File: config.mk
export PLATFORM = sky130hd
export DESIGN_NAME = alu_mc
export DESIGN_NICKNAME = d
export VERILOG_FILES = /design/src/rtl/alu_mc.sv
export SDC_FILE = /design/constraint.sdc
export NUM_CORES = 1
export LEC_CHECK = 0
export CAP_MARGIN = 5
export CORE_ASPECT_RATIO = 2
export CORE_UTILIZATION = 40
export CTS_CLUSTER_SIZE = 16
export DETAILED_ROUTE_END_ITERATION = 7
export PLACE_DENSITY = 0.63
export RECOVER_POWER = 25
export SLEW_MARGIN = 20
export SYNTH_ARGS = -nofsm -noshare
export SYNTH_HDL_FRONTEND = slang
export SYNTH_SLANG_ARGS = --single-unit
export TNS_END_PERCENT = 1
File: constraint.sdc
create_clock -name clk -period 6.8 [get_ports clk]
set_input_delay 1.02 -clock clk [delete_from_list [all_inputs] [get_ports clk]]
set_output_delay 1.02 -clock clk [all_outputs]
set_load 0.01 [all_outputs]
File: src/rtl/alu_mc.sv
// alu_mc: multi-cycle ALU. ADD/SUB/AND/OR/XOR/SHL/SRA complete in one clock.
// MUL is a sequential shift-add over N clocks.
//
// Ports:
//   clk       : clock; every state change happens on its rising edge.
//   rst       : asynchronous, active-high reset.
//   start     : request strobe; only looked at while idle.
//   op        : 000 ADD, 001 SUB, 010 AND, 011 OR, 100 XOR, 101 SHL, 110 SRA, 111 MUL.
//   a, b      : signed two's-complement operands, captured on the accepting edge.
//   busy      : high while a MUL is in progress.
//   done      : one-cycle pulse that marks a new result.
//   dout      : registered result.
//   overflow, zero, negative, carry : registered flags; they change only with dout.
module alu_mc #(
  parameter int unsigned N = 16
) (
  input  logic         clk,
  input  logic         rst,
  input  logic         start,
  input  logic [2:0]   op,
  input  logic [N-1:0] a,
  input  logic [N-1:0] b,
  output logic         busy,
  output logic         done,
  output logic [N-1:0] dout,
  output logic         overflow,
  output logic         zero,
  output logic         negative,
  output logic         carry
);

  localparam int unsigned SW = $clog2(N);

  typedef enum logic [0:0] {StIdle, StMul} state_e;

  state_e         state_q, state_d;
  logic [N-1:0]   dout_q, dout_d;
  logic           ovf_q, ovf_d;
  logic           zero_q, zero_d;
  logic           neg_q, neg_d;
  logic           carry_q, carry_d;
  logic           done_q, done_d;
  logic [2*N-1:0] acc_q, acc_d;
  logic [2*N-1:0] mcand_q, mcand_d;
  logic [N-1:0]   mplier_q, mplier_d;
  logic [SW-1:0]  cnt_q, cnt_d;

  // Single-cycle datapath.
  logic [N:0]     add_w, sub_w, shl_w, sra_w;
  logic [N-1:0]   res;
  logic           res_v, res_c;

  // Multiplier step.
  logic           last;
  logic [2*N-1:0] step_w;
  logic           mul_ovf;

  assign add_w = {1'b0, a} + {1'b0, b};
  assign sub_w = {1'b0, a} - {1'b0, b};
  // One spare bit catches the last bit shifted out; it is 0 when the shift amount is 0.
  assign shl_w = {1'b0, a} << b[SW-1:0];
  assign sra_w = $unsigned($signed({a, 1'b0}) >>> b[SW-1:0]);

  always_comb begin
    res   = '0;
    res_v = 1'b0;
    res_c = 1'b0;
    case (op)
      3'b000: begin
        res   = add_w[N-1:0];
        res_c = add_w[N];
        res_v = (a[N-1] == b[N-1]) && (add_w[N-1] != a[N-1]);
      end
      3'b001: begin
        res   = sub_w[N-1:0];
        res_c = ~sub_w[N];  // not-borrow
        res_v = (a[N-1] != b[N-1]) && (sub_w[N-1] != a[N-1]);
      end
      3'b010: res = a & b;
      3'b011: res = a | b;
      3'b100: res = a ^ b;
      3'b101: begin
        res   = shl_w[N-1:0];
        res_c = shl_w[N];
      end
      3'b110: begin
        res   = sra_w[N:1];
        res_c = sra_w[0];
      end
      default: ;
    endcase
  end

  // Multiplier bit N-1 carries weight -2^(N-1) in two's complement, so the
  // final step subtracts the multiplicand instead of adding it.
  assign last   = (cnt_q == SW'(N - 1));
  assign step_w = !mplier_q[0] ? acc_q :
                  last         ? acc_q - mcand_q : acc_q + mcand_q;
  // The product fits in N bits only if bits [2N-1:N-1] are all equal.
  assign mul_ovf = !((&step_w[2*N-1:N-1]) || !(|step_w[2*N-1:N-1]));

  always_comb begin
    state_d  = state_q;
    dout_d   = dout_q;
    ovf_d    = ovf_q;
    zero_d   = zero_q;
    neg_d    = neg_q;
    carry_d  = carry_q;
    done_d   = 1'b0;
    acc_d    = acc_q;
    mcand_d  = mcand_q;
    mplier_d = mplier_q;
    cnt_d    = cnt_q;
    unique case (state_q)
      StIdle: begin
        if (start) begin
          if (op == 3'b111) begin
            state_d  = StMul;
            acc_d    = '0;
            mcand_d  = {{N{a[N-1]}}, a};
            mplier_d = b;
            cnt_d    = '0;
          end else begin
            dout_d  = res;
            ovf_d   = res_v;
            carry_d = res_c;
            zero_d  = (res == '0);
            neg_d   = res[N-1];
            done_d  = 1'b1;
          end
        end
      end
      StMul: begin
        acc_d    = step_w;
        mcand_d  = mcand_q << 1;
        mplier_d = mplier_q >> 1;
        cnt_d    = cnt_q + SW'(1);
        if (last) begin
          state_d = StIdle;
          dout_d  = step_w[N-1:0];
          ovf_d   = mul_ovf;
          carry_d = 1'b0;
          zero_d  = (step_w[N-1:0] == '0);
          neg_d   = step_w[N-1];
          done_d  = 1'b1;
        end
      end
      default: state_d = StIdle;
    endcase
  end

  always_ff @(posedge clk or posedge rst) begin
    if (rst) begin
      state_q  <= StIdle;
      dout_q   <= '0;
      ovf_q    <= 1'b0;
      zero_q   <= 1'b0;
      neg_q    <= 1'b0;
      carry_q  <= 1'b0;
      done_q   <= 1'b0;
      acc_q    <= '0;
      mcand_q  <= '0;
      mplier_q <= '0;
      cnt_q    <= '0;
    end else begin
      state_q  <= state_d;
      dout_q   <= dout_d;
      ovf_q    <= ovf_d;
      zero_q   <= zero_d;
      neg_q    <= neg_d;
      carry_q  <= carry_d;
      done_q   <= done_d;
      acc_q    <= acc_d;
      mcand_q  <= mcand_d;
      mplier_q <= mplier_d;
      cnt_q    <= cnt_d;
    end
  end

  assign busy     = (state_q == StMul);
  assign done     = done_q;
  assign dout     = dout_q;
  assign overflow = ovf_q;
  assign zero     = zero_q;
  assign negative = neg_q;
  assign carry    = carry_q;

endmodule

==> impl_results.md <==
* Post-synthesis register bit count at around 110
* Worst-margin pin slew at 2.84 ns
* GRT Total Usage at between 30 and 40%
* Post-Syn Nets at 1588
* Final ANT Viol Nets at 0
* Hold Crit Class: reg -> reg
* Die area at ~28000 µm²
* Sink Count at ~110
* Total negative slack at 0 ns
* Worst Skew at 0.00835 ns
* TritonCTS clock tree: done
* Largest cells by area after synthesis: dfrtp_1, ha_1, nand2_1, a21oi_1, o21ai_0
* Critical path cell sequence: or4_1 > or3_1 > nor3_1 > nand2_1 > o21ai_1 > nand2_1 > xnor2_1 > ha_1 > and3_1 > nand2_1 > and3b_1 > o211ai_1 > o211a_1 > xnor2_1 > a2111oi_0 > and4b_1 > nand4_1 > nor4_1 > o31ai_1
* FF-to-FF setup slack at 1.37 ns
* Post-detail-place hpwl at 35400 µm
* Slew HR at -90.5%
* Maximum VDD drop at roughly 0.00032 V
* Drt total wl at 45100 µm
* IO Count at 60
* Share of cells above drive strength 1 at 6.21%
* Leading cell type in the layout, fill and taps excluded: nand2_1
* Unique masters post-synth at 77
* Core box area at 27000 µm²
* Largest net degree at the start of global routing at 77
* Register area share after synthesis at 23.7%
* Status: finished with violations
* Yosys Warn Count at 0
* Final period utilization at 79.8%
* CTS Buffer Depth at 2
* Highest routed layer: met4
* Met3 wire len at 1740 µm
* Post-synth top flop: dfrtp_1
* Arr. time, crit path at 5.67 ns
* Setup ws final at between 1 and 1.5 ns
* Iteration-0 DRC Markers at ~720
* Hold_ws at between 0.4 and 0.5 ns
* Worst path most repeated cell: nand2_1
* Most frequent cells in the layout: nand2_1, nor2_1, a21oi_1, o21ai_0, dfrtp_1
* Drt via density at 6.23
* Placed insts at 1798
* Fin area at 12200 µm²
* Vias in the first global route at about 11k
* CTS Buf Count at 9
* Syn Inst Count at ~1.5k
* H-tree Lvls at 3
* Metal-1 WL at 14700 µm
* EDFF count, synth at 0
* Grt ovf at 0
* Critical path class: reg -> reg
* Setup WS pre-CTS at 1.42 ns
* Area grow syn2layout at 10.4%
* Root Driver: clkbuf_16
* First-pass GRT wire length at between 60000 and 70000 µm
* RSZ-0062 raised after global routing: false
* Largest fanout on the critical path at 6
* First-pass detailed-route iteration total at 5
* Fmax at roughly 180 MHz
* Non-Filler Instances at 1814
* Worst Setup End Kind: flip-flop
* # diodes at 0
* # hold bufs at CTS at 0
* Failing checks: capacitance limit, slew limit
* Final GP Congestion at 1.01
* Met2 wire len at 23700 µm
* Asr flop ratio synth at 100%
* Initial core utilization at 41.0%
* Bufs and invs on worst path at 0
* Initial antenna violation count at 0
* Worst EP required at 7.04 ns
* Post-layout nets at about 1.6k
* Area leader, netlist: dfrtp_1
* Clock-pin slew on the worst setup and hold paths at 0.08 ns
* Vias at 11.3k
* Post-DP Area at about 12000 µm²
* Max cap viols at 1
* Power Density at 565 nW/µm²
* CP delay by family, top: simple AND/OR/NAND/NOR gates
* Die W at 120 µm
* Row count at 85
* Post-Syn Area at 11100 µm²
* Post-cts resize count at 0
* Final Max Tran Viols at 63
* Routed length per instance at 24.8 µm
* CP peak stage delay at 0.60 ns
* Setup Viol. Count Final at 0
* Die Ht at 237 µm
* LEAKAGE at roughly 5.3 nW
* I/O Buffers at between 50 and 60
* Worst path slowest cell: or4_1
* Syn avg cell area at 7.56 µm²
* DRC violations left at 0
* Core Util, Final at 45.2%
* Tot Pwr at 6.90 mW
* Final hold vios at 0
* Startpoint types: flip-flop
* Min Clock Period, post-route at 5.43 ns
* Setup bufs post-CTS at 0
* Share of the synthesized area in the top cell type at 23.7%
* Clk_lat worst skew at approximately 0.37 ns
[worst paths after layout]
path                                   startpoint                   end  cells after the start
hold / removal                dout[2]$_DFFE_PP0P_   dout[2]$_DFFE_PP0P_                      2
setup reg to reg           mcand_q[8]$_DFFE_PP0P_  overflow$_DFFE_PP0P_                     19
hold reg to reg               dout[2]$_DFFE_PP0P_   dout[2]$_DFFE_PP0P_                      2
min in group asynchronous                     rst  acc_q[2]$_DFFE_PP0P_                      2
max in group asynchronous                     rst        busy$_DFF_PP0_                      3
setup / recovery           mcand_q[8]$_DFFE_PP0P_  overflow$_DFFE_PP0P_                     19
[synthesized netlist by cell type, types with 12 or more instances]
cell type,n
nand2_1,191
nor2_1,136
a21oi_1,135
o21ai_0,134
dfrtp_1,105
ha_1,82
clkbuf_1,81
inv_1,59
xnor2_1,41
mux2i_1,32
nor3_1,28
nand3_1,27
o21ai_1,27
xor2_1,27
o22ai_1,23
a21o_1,22
mux4_2,18
a31oi_1,17
nand2b_1,17
a211oi_1,16
and3_1,15
nand4_1,14
a22oi_1,13
o31ai_1,13
mux2_2,12
[layer usage]
layer / vias to the layer above / GRT usage [%]
li1: 5282 / -
met3: 207 / 4.27
met5: - / 0
met1: 5403 / 29.2
met2: 409 / 59.3
met4: 0 / 31.7
[worst register-to-register path: cells and delay by family, from the launching register on]
kind	cells	cell delay (ns)
DFF	1	0.44
and+or+nand+nor	11	2.86
xor gates and xnor gates	2	0.29
AOI/OAI and AO/OA	5	1.30
adders and majority gates	1	0.41
[layout make-up]
| class | count | area (µm²) |
|---|---|---|
| clock buffer | 11 | 243 |
| clock inverter | 5 | 86.3 |
| fill | 2810 | 14800 |
| inverter | 66 | 249 |
| multi-input combinational | 1196 | 7820 |
| sequential | 105 | 2630 |
| tap | 348 | 435 |
| timing repair buffer | 83 | 761 |
[state kept, by name, summed over array words and instances, names as in the netlist]
name and flops:
mcand_q 32, carry 1, acc_q 32, mplier_q 16, zero 1, overflow 1
dout 16, done 1, cnt_q 4, busy 1
[power breakdown]
group          switching [mW]  leakage (nW)  internal, mW
clock network           0.259         0.161         0.337
registers               0.264          1.38         0.861
logic                    3.24          3.75          1.94
total                    3.76          5.29          3.14
[cell families (layout without fill, tap and decap cells)]
group / Yosys count / in the layout / synth area share [%]
buf+inv: 164 / 165 / 5.88
compound gates: 491 / 491 / 27.2
mux: 65 / 65 / 8.08
flops: 105 / 105 / 23.7
simple gates: 487 / 487 / 19.9
fa+ha+maj: 85 / 85 / 9.81
xor+xnor: 68 / 68 / 5.38
Power figures use the tool's default switching activity.
